### config.mk
export PLATFORM = sky130hd
export DESIGN_NAME = inv_neg_serial
export DESIGN_NICKNAME = d
export VERILOG_FILES = /design/src/rtl/alu_pkg.sv /design/src/rtl/inv_add_slice.sv /design/src/rtl/inv_neg_serial.sv
export SDC_FILE = /design/constraint.sdc
export NUM_CORES = 1
export LEC_CHECK = 0
export ABC_AREA = 0
export ABC_CLOCK_PERIOD_IN_PS = 2890
export BUFFER_PORTS_ARGS = -buffer_cell sky130_fd_sc_hd__buf_2
export CELL_PAD_IN_SITES_DETAIL_PLACEMENT = 1
export CELL_PAD_IN_SITES_GLOBAL_PLACEMENT = 1
export CORE_MARGIN = 5
export CORE_UTILIZATION = 38
export CTS_CLUSTER_SIZE = 12
export DETAILED_ROUTE_END_ITERATION = 10
export PLACE_DENSITY_LB_ADDON = 0.1
export SLEW_MARGIN = 20
export SYNTH_ARGS = -nofsm -noshare
export SYNTH_HDL_FRONTEND = slang
export SYNTH_SLANG_ARGS = --single-unit
### constraint.sdc
create_clock -name clk -period 2.89 [get_ports clk]
set_input_delay 0.1445 -clock clk [delete_from_list [all_inputs] [get_ports clk]]
set_output_delay 0.1445 -clock clk [all_outputs]
set_load 0.03 [all_outputs]
### src/rtl/alu_pkg.sv
// alu_pkg: mode codes, FSM state encoding and helpers shared by the ALU operand conditioners
package alu_pkg;

  localparam logic [1:0] MODE_PASS = 2'b00;
  localparam logic [1:0] MODE_INV  = 2'b01;
  localparam logic [1:0] MODE_NEG  = 2'b10;
  localparam logic [1:0] MODE_ABS  = 2'b11;

  localparam logic [1:0] ST_IDLE = 2'd0;
  localparam logic [1:0] ST_BUSY = 2'd1;
  localparam logic [1:0] ST_DONE = 2'd2;

  // Most negative two's-complement value of a w-bit word, right-aligned in 64 bits
  function automatic logic [63:0] most_neg(input int w);
    return 64'd1 << (w - 1);
  endfunction

endpackage

### src/rtl/inv_add_slice.sv
// inv_add_slice: conditional inverter plus incrementer for one CHUNK-bit slice
module inv_add_slice #(
  parameter int CHUNK = 4
) (
  input  logic [CHUNK-1:0] slice_i,
  input  logic             inv_i,
  input  logic             cin_i,
  output logic [CHUNK-1:0] sum_o,
  output logic             cout_o
);

  // Invert when asked, then add the chained carry; the extra bit is the carry-out
  always_comb begin
    {cout_o, sum_o} = {1'b0, slice_i ^ {CHUNK{inv_i}}} + {{CHUNK{1'b0}}, cin_i};
  end

endmodule

### src/rtl/inv_neg_serial.sv
// inv_neg_serial: chunk-serial pass/invert/negate/abs of a WIDTH-bit operand with result flags
module inv_neg_serial #(
  parameter int WIDTH = 16,
  parameter int CHUNK = 4
) (
  input  logic             clk,
  input  logic             rst_n,
  input  logic             in_valid,
  output logic             in_ready,
  input  logic [WIDTH-1:0] a,
  input  logic [1:0]       mode,
  output logic             out_valid,
  input  logic             out_ready,
  output logic [WIDTH-1:0] q,
  output logic             zero,
  output logic             neg,
  output logic             ovf,
  output logic             busy
);
  import alu_pkg::*;

  localparam int NCHUNK = WIDTH / CHUNK;
  localparam int IW = (NCHUNK > 1) ? $clog2(NCHUNK) : 1;
  localparam logic [63:0] MN64 = most_neg(WIDTH);
  localparam logic [WIDTH-1:0] MN = MN64[WIDTH-1:0];

  if (WIDTH < 2 || WIDTH % CHUNK != 0) begin : g_bad_params
    $error("inv_neg_serial: WIDTH must be >= 2 and a multiple of CHUNK");
  end

  logic [1:0]       state_q, state_d;
  logic [IW-1:0]    idx_q, idx_d;
  logic             carry_q, carry_d;
  logic             inv_q, inv_d;
  logic             ovfp_q, ovfp_d;
  logic [WIDTH-1:0] a_q, a_d;
  logic [WIDTH-1:0] res_q, res_d;
  logic             zero_q, zero_d;
  logic             neg_q, neg_d;
  logic             ovf_q, ovf_d;
  logic [CHUNK-1:0] sl, sum;
  logic             cout;

  assign sl = a_q[idx_q*CHUNK +: CHUNK];

  inv_add_slice #(.CHUNK(CHUNK)) u_slice (
    .slice_i(sl),
    .inv_i  (inv_q),
    .cin_i  (carry_q),
    .sum_o  (sum),
    .cout_o (cout)
  );

  // Next state: accept in IDLE, one chunk per BUSY cycle, wait for the consumer in DONE
  always_comb begin
    state_d = state_q;
    idx_d   = idx_q;
    carry_d = carry_q;
    inv_d   = inv_q;
    ovfp_d  = ovfp_q;
    a_d     = a_q;
    res_d   = res_q;
    zero_d  = zero_q;
    neg_d   = neg_q;
    ovf_d   = ovf_q;
    if (state_q == ST_IDLE && in_valid) begin
      state_d = ST_BUSY;
      a_d     = a;
      idx_d   = '0;
      inv_d   = (mode == MODE_INV) | (mode == MODE_NEG) | ((mode == MODE_ABS) & a[WIDTH-1]);
      carry_d = (mode == MODE_NEG) | ((mode == MODE_ABS) & a[WIDTH-1]);
      ovfp_d  = ((mode == MODE_NEG) | (mode == MODE_ABS)) & (a == MN);
    end
    if (state_q == ST_BUSY) begin
      res_d[idx_q*CHUNK +: CHUNK] = sum;
      carry_d = cout;
      idx_d   = idx_q + 1'b1;
      if (idx_q == IW'(NCHUNK - 1)) begin
        state_d = ST_DONE;
        zero_d  = (res_d == '0);
        neg_d   = res_d[WIDTH-1];
        ovf_d   = ovfp_q;
      end
    end
    if (state_q == ST_DONE && out_ready) state_d = ST_IDLE;
  end

  // State registers; reset aborts any operation in flight
  always_ff @(posedge clk or negedge rst_n) begin
    if (!rst_n) begin
      state_q <= ST_IDLE;
      idx_q   <= '0;
      carry_q <= 1'b0;
      inv_q   <= 1'b0;
      ovfp_q  <= 1'b0;
      a_q     <= '0;
      res_q   <= '0;
      zero_q  <= 1'b0;
      neg_q   <= 1'b0;
      ovf_q   <= 1'b0;
    end else begin
      state_q <= state_d;
      idx_q   <= idx_d;
      carry_q <= carry_d;
      inv_q   <= inv_d;
      ovfp_q  <= ovfp_d;
      a_q     <= a_d;
      res_q   <= res_d;
      zero_q  <= zero_d;
      neg_q   <= neg_d;
      ovf_q   <= ovf_d;
    end
  end

  assign in_ready  = (state_q == ST_IDLE);
  assign out_valid = (state_q == ST_DONE);
  assign busy      = (state_q != ST_IDLE);
  assign q         = res_q;
  assign zero      = zero_q;
  assign neg       = neg_q;
  assign ovf       = ovf_q;

endmodule

Word level (Yosys, flattened, before mapping)
Index checks and enable logic that the tools add are counted.
- add/subtract/negate cells: 3
- $mul: 0
- divide/modulo/power cells: 0
- magnitude comparators: 0
- equality and inequality tests: 7
- shift operators: 3
- mux-type cells: 9
- bitwise gates (word level): 7
- reductions and logical operators: 7
- operators with widths (cell ; number):
    $neg A4 Y34 ; 1
    $shift A4 B34 Y16 const A ; 1
    $shiftx A4 B34 Y16 ; 1
    $bwmux W16 ; 1
    $eq A16 B16 Y1 const B ; 1
    $logic_not A16 Y1 ; 1
    $shiftx A16 B5 Y4 ; 1
    $mux W2 ; 6
    $eq A2 B2 Y1 const B ; 4
    $add A4 B1 Y5 ; 1
    $eq A2 B1 Y1 const B ; 2
    $or A1 B1 Y1 ; 4
    $reduce_bool A2 Y1 ; 2
    $xor A4 B4 Y4 ; 1
    $add A2 B1 Y2 const B ; 1
    $and A1 B1 Y1 ; 2
    $logic_and A1 B1 Y1 ; 2
    $logic_not A2 Y1 ; 1
    $mux W1 ; 2
    $reduce_and A2 Y1 ; 1
- register bits: 42
- bits in latches: 0
- memory bits (writable): 0
- bits in read-only memories: 0
- input bits: 22
- logic and storage cells: 46
- memories: 0

Depth between registers and ports, before layout
- depth after elaboration: 6
- mapped depth: 10
- depth with buffers taken out: 9

Hierarchy
Synthesis repeated with hierarchy kept, for this count alone.
- cells, all modules: 237
- area total of the unflattened synthesis: 2234.6 um2
- modules (own cells, without submodules) (module ; instances ; cells each ; area an instance (um2) ; sequential area each (um2)):
    inv_neg_serial ; 1 ; 218 ; 2083.2 ; 1051.0
    inv_add_slice ; 1 ; 19 ; 151.4 ; 0.0

Worst setup path after synthesis
No wires, ideal clock.
- kind: register -> register
- start: register idx_q[0]
- end: register zero_q, in the netlist zero
- setup time: 0.095 ns
- arrival time: 2.582 ns
- required time: 2.795 ns
- path slack: 0.212 ns
- cell stages (with the launch flop): 11
- period minus slack after synthesis: 2.678 ns
- path through: dfrtp_1 -> buf_2 -> mux4_2 -> xor2_1 -> ha_1 -> ha_1 -> nand2_1 -> o22ai_1 -> nor4_1 -> nand2_1 -> o31ai_1
- cells in the longest elaborated chain, start to end: 6
- elaborated cells on any way between the ends: 10
- classes of those cells: add/sub: 2; eq/ne: 1; shift: 3; mux: 1; bitwise: 1; reduce/logical: 2
- ends and longest elaborated chain (what ; line ; text):
    from (decl) ; inv_neg_serial.sv:32 ; logic [IW-1:0] idx_q, idx_d;
    from (signal assigned) ; inv_neg_serial.sv:103 ; idx_q <= idx_d;
    $shiftx A16 B5 Y4 ; inv_neg_serial.sv:44 ; assign sl = a_q[idx_q*CHUNK +: CHUNK];
    $xor A4 B4 Y4 ; inv_add_slice.sv:14 ; {cout_o, sum_o} = {1'b0, slice_i ^ {CHUNK{inv_i}}} + {{CHUNK{1'b0}}, cin_i};
    $add A4 B1 Y5 ; inv_add_slice.sv:14 ;
    $shiftx A4 B34 Y16 ; inv_neg_serial.sv:75 ; res_d[idx_q*CHUNK +: CHUNK] = sum;
    $bwmux W16 ; inv_neg_serial.sv:75 ;
    $logic_not A16 Y1 ; inv_neg_serial.sv:80 ; zero_d = (res_d == '0);
    to (signal assigned) ; inv_neg_serial.sv:109 ; zero_q <= zero_d;
    to (decl) ; inv_neg_serial.sv:38 ; logic zero_q, zero_d;
Parallel ways exist; a longest one is shown, timed or not.
A chain may end at the register's enable or synchronous reset.

Worst setup path in the final report
Same ends and word-level chain as after synthesis.

==> impl_metrics.tcl <==
set metrics [dict create \
    dpl_cell_area_mm2 0.00246 \
    ctsHoldBuffers 0 \
    cts_tree "built" \
    syn_area_per_cell_um2 11.0 \
    cts-resized-gates 0 \
    r2r-end "zero" \
    grt_pass1_vias 1808 \
    syn_nets 228 \
    ys_ff_latch 42 \
    overflow 0 \
    fin_nets 274 \
    grt_max_degree 43 \
    avgViaCountPerCell 5.17 \
    cts_setup_buffers 0 \
    cp-endpoint "zero" \
    slowest_stage "mux4_2" \
    path_depth 9 \
    yosysWarnings 0 \
    cp_cell_sequence "mux4_2 -> xor2_1 -> ha_1 -> ha_1 -> inv_1 -> o311ai_0 -> nor4_1 -> a22oi_1 -> o31ai_1" \
    cts_root_buffer "clkbuf_8" \
    grt_pass1_wl_mm 8.83 \
    h-tree-depth 2 \
    synth_top_family_by_area "multiplexers" \
    relSlewSlack_pct 36.8 \
    crit_family "compound AO/OA/AOI/OAI gates" \
    netlist_area_mm2 0.00216 \
    die_w_um 85.5 \
    synth_simple_gate_area_share_pct 13.2 \
    peakVddDrop_mv 0.485 \
    final_cell_area_mm2 0.00253 \
    totalWireLength_mm 5.15 \
    hold_slack_ns -0.00559 \
    drv_slew 0 \
    met3_wirelength_um 204 \
    pre_cts_slack_ns 0.321 \
    slowest_delay_ns 0.52 \
    setup_ws_ns 0.328 \
    drive_gt1_share_pct 32.5 \
    rrSetupSlack_ns 0.33 \
    fmax_mhz 390 \
    path_class "flip-flop to flip-flop" \
    yosys.area_share.xor_xnor_pct 2.77 \
    diodes 0 \
    violations "negative hold slack" \
    die_area_mm2 0.00731 \
    max_cap_viol_count 0 \
    fp.dieH_um 85.5 \
    io_buffers 43 \
    cts.sinks 42 \
    synthMuxAreaShare_pct 14.3 \
    io_pins 44 \
    synth_compound_gate_area_share_pct 12.7 \
    cp-end-kind "flip-flop" \
    cp_num_buf_inv 1 \
    grt_use_total_pct 15.5 \
    clk_path_buf_depth 2 \
    setup_viol 0 \
    hp-class "primary input to async pin" \
    ant_nets 0 \
    gp_congestion 0.733 \
    core_area_mm2 0.00551 \
    cp-start-kind "flip-flop" \
    finalHoldViolCount 8 \
    num_rows 27 \
    synth-seq-area-share_pct 48.6 \
    antenna_found_initial 0 \
    crit_path_frequent_cell "ha_1" \
    dp_hpwl_mm 3.97 \
    p_leak_nw 1.19 \
    drtIter0Drc 41 \
    synthCells 197 \
    finClkSkew_ns 0.00414 \
    drc_errors 0 \
    wire_per_inst_um 16.3 \
    met2WireLength_mm 2.55 \
    cts-buffers-inserted 5 \
    reg2regPathDepth 9 \
    status "complete, but fails checks" \
    synth_fa_ha_area_share_pct 5.20 \
    synth.distinct_cells 47 \
    min_period_ns 2.56 \
    power.density_mw_per_mm2 1200 \
    firstDrtPassIters 4 \
    grt_setup_unrepaired "no" \
    tightest_slew_ns 0.948 \
    cp-startpoint "idx_q[0]" \
    cp_max_fo 5 \
    area_growth_pct 17.1 \
    r2r-start "idx_q[0]" \
    worstPathRequired_ns 3.07 \
    path_clk_slew_ns 0.08 \
    setup_tns_ns 0 \
    wl_met1_mm 2.31 \
    worst_skew_pair.late_latency_ns 0.30 \
    highest_layer "met4" \
    fin_crit_sh_pct 88.6 \
    initial_utilization_pct 39.3 \
    num_vias 1627 \
    worstPathArrival_ns 2.74 \
]
cells by family (layout without fill, tap and decap cells):
family          count (synthesis)  in the layout
xor+xnor                        6              6
simple gates                   58             58
fa+ha+maj                       9              9
compound gates                 41             41
buf+inv                        17             63
mux                            24             24
flops                          42             42
worst min-delay path by stage:
stage	slack [ns]	end
after CTS	0.01	state_q[1]
after global placement	0.33	state_q[1]
final	-0.006	q[14]
after global routing	0.02	state_q[1]
after detailed placement	0.33	state_q[1]
after floorplan	-0.15	a_q[0]
layout by cell type (no fill, tap or decap), drive strengths merged, types with 3 or more instances in the layout:
cell and count:
inv 10, nor2b 4, nand2 30, nor2 6, o31ai 3, nor4 6
o22ai 3, o21ai 19, clkbuf 7, dfrtp 42, xor2 3, ha 9
xnor2 3, mux2 19, buf 46, mux4 3, a22o 4
through the flow:
stage / power (mW) / hold WS [ns] / cells / utilization (%)
3_5_place_dp: 2.73 / 0.332 / 308 / 44.6
5_1_grt: 3.32 / 0.0218 / 315 / 46.0
4_1_cts: 3.10 / 0.0115 / 315 / 46.0
2_1_floorplan: 2.23 / -0.151 / 197 / -
6_report: 3.05 / -0.00559 / 315 / 46.0
3_3_place_gp: 2.71 / 0.331 / 308 / 44.6
cell usage after synthesis, drive strengths merged:
cell | n | area share (%)
o31ai | 3 | 1.0
a221oi | 1 | 0.69
and3 | 1 | 0.29
o21a | 1 | 0.35
buf | 5 | 1.3
xor2 | 3 | 1.2
o221ai | 1 | 0.40
o21ai | 19 | 4.4
dfrtp | 42 | 49
o311ai | 1 | 0.40
or4b | 1 | 0.46
a22oi | 1 | 0.35
mux2 | 19 | 10
a21oi | 2 | 0.64
or3b | 1 | 0.40
mux2i | 2 | 0.92
nor3b | 1 | 0.35
o22a | 1 | 0.40
xnor2 | 3 | 1.6
o22ai | 3 | 0.87
mux4 | 3 | 3.1
a31oi | 1 | 0.29
o2111ai | 1 | 0.40
nor4b | 1 | 0.40
and2b | 1 | 0.35
nor3 | 1 | 0.23
nor4 | 6 | 1.7
and2 | 1 | 0.29
clkbuf | 2 | 0.35
nand2b | 2 | 0.58
inv | 10 | 1.7
ha | 9 | 5.2
nor2 | 6 | 1.0
nand4 | 1 | 0.29
o2bb2ai | 1 | 0.40
a22o | 4 | 1.6
o32ai | 1 | 0.40
nor2b | 4 | 1.2
or3 | 1 | 0.29
nand2 | 30 | 5.3
flip-flops by register name, summed over array words and instances, names as in the netlist:
| name | cells |
|---|---|
| a_q | 16 |
| state_q | 2 |
| q | 16 |
| ovf | 1 |
| ovfp_q | 1 |
| zero | 1 |
| carry_q | 1 |
| idx_q | 2 |
| inv_q | 1 |
| neg | 1 |
report_power, final:
part / internal [mW] / switching [mW]
sequential: 0.822 / 0.169
combinational: 0.675 / 1.02
clock: 0.167 / 0.196
total: 1.66 / 1.38
final cells by class:
type | count | area, um2
fill | 639 | 2970
sequential | 42 | 1050
multi-input combinational | 138 | 1040
timing repair buffer | 46 | 238
tap | 72 | 90.1
clock buffer | 7 | 76.3
inverter | 10 | 37.5
routing by layer:
metal / up-vias / GRT usage, %
li1: 791 / -
met1: 796 / 19.2
met2: 33 / 26.3
met3: 7 / 3.01
met4: 0 / 6.04
met5: - / 0
Power figures use the tool's default switching activity.
